## config.mk

```make
export PLATFORM = sky130hd
export DESIGN_NAME = eth_tx_arb
export DESIGN_NICKNAME = d
export VERILOG_FILES = /design/src/rtl/eth_tx_arb.sv
export SDC_FILE = /design/constraint.sdc
export NUM_CORES = 1
export LEC_CHECK = 0
export CAP_MARGIN = 10
export CORE_MARGIN = 4
export CORE_UTILIZATION = 53
export CTS_BUF_LIST = sky130_fd_sc_hd__clkbuf_2
export CTS_CLUSTER_DIAMETER = 120
export DETAILED_ROUTE_END_ITERATION = 12
export GPL_ROUTABILITY_DRIVEN = 0
export PLACE_DENSITY = 0.87
export SYNTH_ARGS = -nofsm -noshare
export SYNTH_HDL_FRONTEND = slang
export SYNTH_SLANG_ARGS = --single-unit
```

## constraint.sdc

```tcl
create_clock -name clk -period 2.8 [get_ports clk]
set_clock_uncertainty 0.15 [all_clocks]
set_input_delay 0.28 -clock clk [delete_from_list [all_inputs] [get_ports clk]]
set_output_delay 0.28 -clock clk [all_outputs]
set_load 0.01 [all_outputs]
```

## src/rtl/eth_tx_arb.sv

```systemverilog
// eth_tx_arb: frame-level arbiter sharing one TX MAC nibble stream between two sources
// Ports: clk/rst_n TX nibble clock and async active-low reset;
//        s0_*/s1_* source vld/eof/dat in, ack out; m_* MAC-side vld/eof/dat out, ack in;
//        grant one-hot registered owner; busy high in frame or idle gap;
//        frm_cnt0/frm_cnt1 wrapping counts of completed frames per source.
module eth_tx_arb #(
   parameter int GAP_CYCLES = 24,
   parameter int CNT_W = 16
) (
   input  logic             clk,
   input  logic             rst_n,
   input  logic             s0_vld,
   input  logic             s0_eof,
   input  logic [3:0]       s0_dat,
   output logic             s0_ack,
   input  logic             s1_vld,
   input  logic             s1_eof,
   input  logic [3:0]       s1_dat,
   output logic             s1_ack,
   output logic             m_vld,
   output logic             m_eof,
   output logic [3:0]       m_dat,
   input  logic             m_ack,
   output logic [1:0]       grant,
   output logic             busy,
   output logic [CNT_W-1:0] frm_cnt0,
   output logic [CNT_W-1:0] frm_cnt1
);
   localparam int GW = GAP_CYCLES > 1 ? $clog2(GAP_CYCLES + 1) : 1;
   typedef enum logic [1:0] {IDLE, GRANT, GAP} state_t;
   state_t        state;
   logic          last;
   logic [GW-1:0] gap_cnt;
   logic          done;
   assign m_vld  = grant[0] ? s0_vld : grant[1] & s1_vld;
   assign m_eof  = grant[0] ? s0_eof : grant[1] & s1_eof;
   assign m_dat  = grant[0] ? s0_dat : grant[1] ? s1_dat : 4'h0;
   // ack only reaches a source that is actually presenting a nibble
   assign s0_ack = grant[0] & s0_vld & m_ack;
   assign s1_ack = grant[1] & s1_vld & m_ack;
   assign busy   = state != IDLE;
   assign done   = m_vld & m_ack & m_eof;
   always_ff @(posedge clk or negedge rst_n)
      if (!rst_n) begin
         state    <= IDLE;
         grant    <= 2'b00;
         last     <= 1'b1;
         gap_cnt  <= '0;
         frm_cnt0 <= '0;
         frm_cnt1 <= '0;
      end else
         case (state)
            IDLE: if (s0_vld | s1_vld) begin
               state <= GRANT;
               grant <= s0_vld & (~s1_vld | last) ? 2'b01 : 2'b10;
            end
            GRANT: if (done) begin
               frm_cnt0 <= frm_cnt0 + CNT_W'(grant[0]);
               frm_cnt1 <= frm_cnt1 + CNT_W'(grant[1]);
               last     <= grant[1];
               grant    <= 2'b00;
               gap_cnt  <= GW'(GAP_CYCLES);
               state    <= GAP_CYCLES > 0 ? GAP : IDLE;
            end
            GAP: begin
               state   <= gap_cnt == GW'(1) ? IDLE : GAP;
               gap_cnt <= gap_cnt - GW'(1);
            end
            default: state <= IDLE;
         endcase
endmodule

```

# Word level (Yosys, flattened, before mapping)
# Cells that the tools add are included.
# totals
output_inout_bits	43
in_bits	15
elab_cells	47
ff_bits	42
# classes
muxes	14
eq_ne	5
addsub	3
reduce_logical	8
n_bitwise	11
# op_table
operator	count
$add A16 B1 Y16	2
$mux W2	6
$pmux W5 S2	1
$and A1 B1 Y1	8
$mux W4	2
$pmux W2 S3	1
$reduce_and A2 Y1	3
$reduce_bool A2 Y1	3
$eq A5 B1 Y1 const B	1
$mux W5	1
$sub A5 B1 Y5 const B	1
$ne A2 B2 Y1 const B	2
$pmux W2 S2	1
$reduce_and A3 Y1	1
$eq A2 B1 Y1 const B	1
$eq A2 B2 Y1 const B	1
$logic_not A2 Y1	1
$mux W1	2
$or A1 B1 Y1	2
$not A1 Y1	1

# Logic depth before layout (Yosys ltp)
# logic_depth
word_depth	6
mapped_depth	7

# Least setup slack after synthesis
# Ideal clock, no wire load.
# synth_timing
path_kind	register to register
from	register grant[0]
to	register frm_cnt0[9]
stages_incl_launch_ff	6
setup_slack_ps	999
path_buffers	1
arrival_ps	1525
path_cell_list	dfrtp_1 buf_6 and3b_2 a32oi_2 or3b_2 xnor2_1
# synth_between
elab_chain_cells	4
# synth_rtl
element	line_no	rtl
start: declaration	24	output logic [1:0] grant,
start signal: assignment	55	grant <= s0_vld & (~s1_vld | last) ? 2'b01 : 2'b10;
parallel branches: the longest is 4 deep, another holds $add A16 B1 Y16	-	
end signal: assignment	58	frm_cnt0 <= frm_cnt0 + CNT_W'(grant[0]);
end: declaration	26	output logic [CNT_W-1:0] frm_cnt0,
# Several ways; the timed one is not identified.
# A chain may end at the register's enable or synchronous reset.

# Worst setup path after layout
# layout_timing
from	register grant[0]
to	output port m_dat[3]
# layout_between
elab_chain_cells	1
# layout_rtl
element	line_no	rtl
$mux W4	37	assign m_dat = grant[0] ? s0_dat : grant[1] ? s1_dat : 4'h0;
end: declaration	22	output logic [3:0] m_dat,
# No other way between the ends.

==> results.sh <==
export IMPL_clk_latency_ps=400
export IMPL_p_switching_mw=0.576
export IMPL_synth_top_family_by_area="simple AND/OR/NAND/NOR gates"
export IMPL_syn_avg_cell_area_um2=10.7
export IMPL_path_buf_inv=1
export IMPL_worstSetupStartpoint="grant[0]"
export IMPL_rsz0062_at_grt="no"
export IMPL_via_count=1670
export IMPL_grt_pass1_vias=1619
export IMPL_detailed_place_hpwl_mm=3.34
export IMPL_cp_required_ps=2370
export IMPL_cp_data_arrival_time_ps=2050
export IMPL_synth_adder_area_share_pct=3.62
export IMPL_antenna_found_initial=0
export IMPL_synth_xor_area_share_pct=12.7
export IMPL_ys_flop_type="dfrtp_1"
export IMPL_p_leak_nw=1.22
export IMPL_switching_share_pct=33.0
export IMPL_min_period_over_period_pct=88.6
export IMPL_drt_iter0_drc=166
export IMPL_pwr_density_cell_mw_per_mm2=634
export IMPL_slew_headroom_pct=37.5
export IMPL_wire_per_inst_um=14.6
export IMPL_p_int_mw=1.17
export IMPL_p_seq_share_pct=45.5
export IMPL_die_h_um=70.5
export IMPL_cts_buffers=5
export IMPL_synth_cell_types=36
export IMPL_hp_class="reg -> reg"
export IMPL_cts_hold_buffers=1
export IMPL_ys_ff_latch=42
export IMPL_cts_root_buffer="clkbuf_2"
export IMPL_crit_type="reg -> out"
export IMPL_die_width_um=70.5
export IMPL_mostFrequentLayoutCells="56 x clkdlybuf4s50_1, 41 x dfrtp_1, 26 x nand2_1"
export IMPL_port_buffers=57
export IMPL_fmax_ghz=0.403
export IMPL_yosysSeqAreaShare_pct=50.8
export IMPL_cts_resized=0
export IMPL_ant_nets=0
export IMPL_grt_usage_pct=19.3
export IMPL_async_flop_share_pct=100
export IMPL_fin_hold_ws_ps=326
export IMPL_synthMuxAreaShare_pct=0
export IMPL_p_clk_share_pct=19.9
export IMPL_slowest_stage="dfrtp_1"
export IMPL_cts_tree="yes"
export IMPL_min_period_ps=2480
export IMPL_cp_start_kind="flip-flop"
export IMPL_start_util_pct=55.8
export IMPL_critPathMaxStageDelay_ps=590
export IMPL_wl_mm=4.46
export IMPL_status="finished clean"
export IMPL_drc=0
export IMPL_grt_max_degree=43
export IMPL_clk_pin_slew_ps=210
export IMPL_postCtsSetupBuffers=0
export IMPL_grt_first_pass_wirelength_mm=7.65
export IMPL_io_pins=58
export IMPL_setup_violations=0
export IMPL_ir_drop_uv=492
export IMPL_final_nets=277
export IMPL_ff2ff_setup_slack_ps=460
export IMPL_rows=22
export IMPL_syn_area_mm2=0.00207
export IMPL_drive_above_1_share_pct=7.00
export IMPL_ctsHtreeMaxLevel=2
export IMPL_drt_vias_per_instance=5.48
export IMPL_combPwrFrac_pct=34.6
export IMPL_core_area_mm2=0.00372
export IMPL_ys_warn_count=0
export IMPL_cp_cell_sequence="nor2b_1 -> a22o_1 -> clkdlybuf4s50_1"
export IMPL_grt_ovfl_total=0
export IMPL_hold_start="last"
export IMPL_cts_num_sinks=42
export IMPL_worst_pin_slew_ps=937
export IMPL_final_common_cell="clkdlybuf4s50_1"
export IMPL_areaGrowthSynthToFinish_pct=32.7
export IMPL_diodes=0
export IMPL_drt_pass1_iterations=4
export IMPL_cap_violations=0
export IMPL_cts_buffer_depth=2
export IMPL_crit_family="flip-flops"
export IMPL_crit_fanout=13
export IMPL_r2r_start="grant[0]"
export IMPL_synth_simple_gate_area_share_pct=23.3
export IMPL_hold_viol=0
export IMPL_slew_viol_final=0
export IMPL_synth_edf_count=0
export IMPL_cp_end_kind="output pin"
export IMPL_dieArea_mm2=0.00497
export IMPL_fin_tns_setup_ps=0
export IMPL_synth_compound_gate_area_share_pct=7.07
export IMPL_synth_net_count=215
export IMPL_synthCells=194
layout make-up:
| type | instances | area, um2 |
|---|---|---|
| Sequential cell | 42 | 1050 |
| Multi-Input combinational cell | 143 | 967 |
| Fill cell | 273 | 966 |
| Timing Repair Buffer | 60 | 591 |
| Tap cell | 48 | 60.1 |
| Clock inverter | 3 | 40.0 |
| Clock buffer | 5 | 25.0 |
| Inverter | 4 | 15.0 |
synth_stat cells (all sizes together), types with 5 or more instances:
cell type   n  area share, %
dfrtp      41             50
nand2      26            4.7
xnor2      20            8.5
nand3      13            3.1
nand4      12            3.6
xor2       10            4.2
nor4        7            2.1
and3        6            1.8
ha          6            3.6
o21ai       6            1.4
buf         5            1.8
worst min-delay path: cells and delay by family, from the launching register on:
kind             cells  cell delay (ps)
flip-flops           1              410
AND/OR/NAND/NOR      2              100
routing by layer:
metal | wire, um | track usage (%) | vias up
met5 | 0 | 0 | -
met1 | 1930 | 24.5 | 807
met2 | 2280 | 32.4 | 40
met3 | 202 | 5.18 | 6
met4 | 53 | 5.32 | 0
li1 | - | - | 817
power groups by stage:
stage | Clock, mW | Combinational (mW) | Sequential, mW
4_1_cts | 0.355 | 0.611 | 0.791
3_3_place_gp | 0 | 0.593 | 0.799
6_report | 0.346 | 0.604 | 0.793
5_1_grt | 0.384 | 0.660 | 0.808
2_1_floorplan | 0 | 0.331 | 0.791
3_5_place_dp | 0 | 0.606 | 0.803
state kept, by name, indices dropped and copies added (netlist names):
signal,count
state,2
grant,2
frm_cnt0,16
gap_cnt,5
frm_cnt1,16
last,1
logic make-up after synthesis:
kind of cell               Yosys count
and+or+nand+nor                     88
buffers and inverters                9
adders and majority gates            6
DFF                                 42
AOI/OAI and AO/OA                   19
xor gates and xnor gates            30
path summary, 6_finish.rpt:
path                               endpoint  cells past startpoint
worst max-delay path               m_dat[3]                      3
worst min-delay path                   last                      2
worst max register to register  frm_cnt0[9]                      4
worst min register to register         last                      2
max in group asynchronous          state[0]                      2
min in group asynchronous       frm_cnt1[9]                      2
through the flow:
| stage | instance area [um2] | setup WS [ps] | power [mW] | cells | util [%] |
|---|---|---|---|---|---|
| after CTS | 2750 | 282 | 1.76 | 305 | 74.0 |
| after global placement | 2680 | 367 | 1.39 | 296 | 72.0 |
| after floorplan | 2070 | 999 | 1.12 | 194 | - |
| final | 2750 | 318 | 1.74 | 305 | 74.0 |
| after global routing | 2750 | 126 | 1.85 | 305 | 74.0 |
| after detailed placement | 2680 | 351 | 1.41 | 296 | 72.0 |
Note: power is estimated with default switching activity, not from simulation.
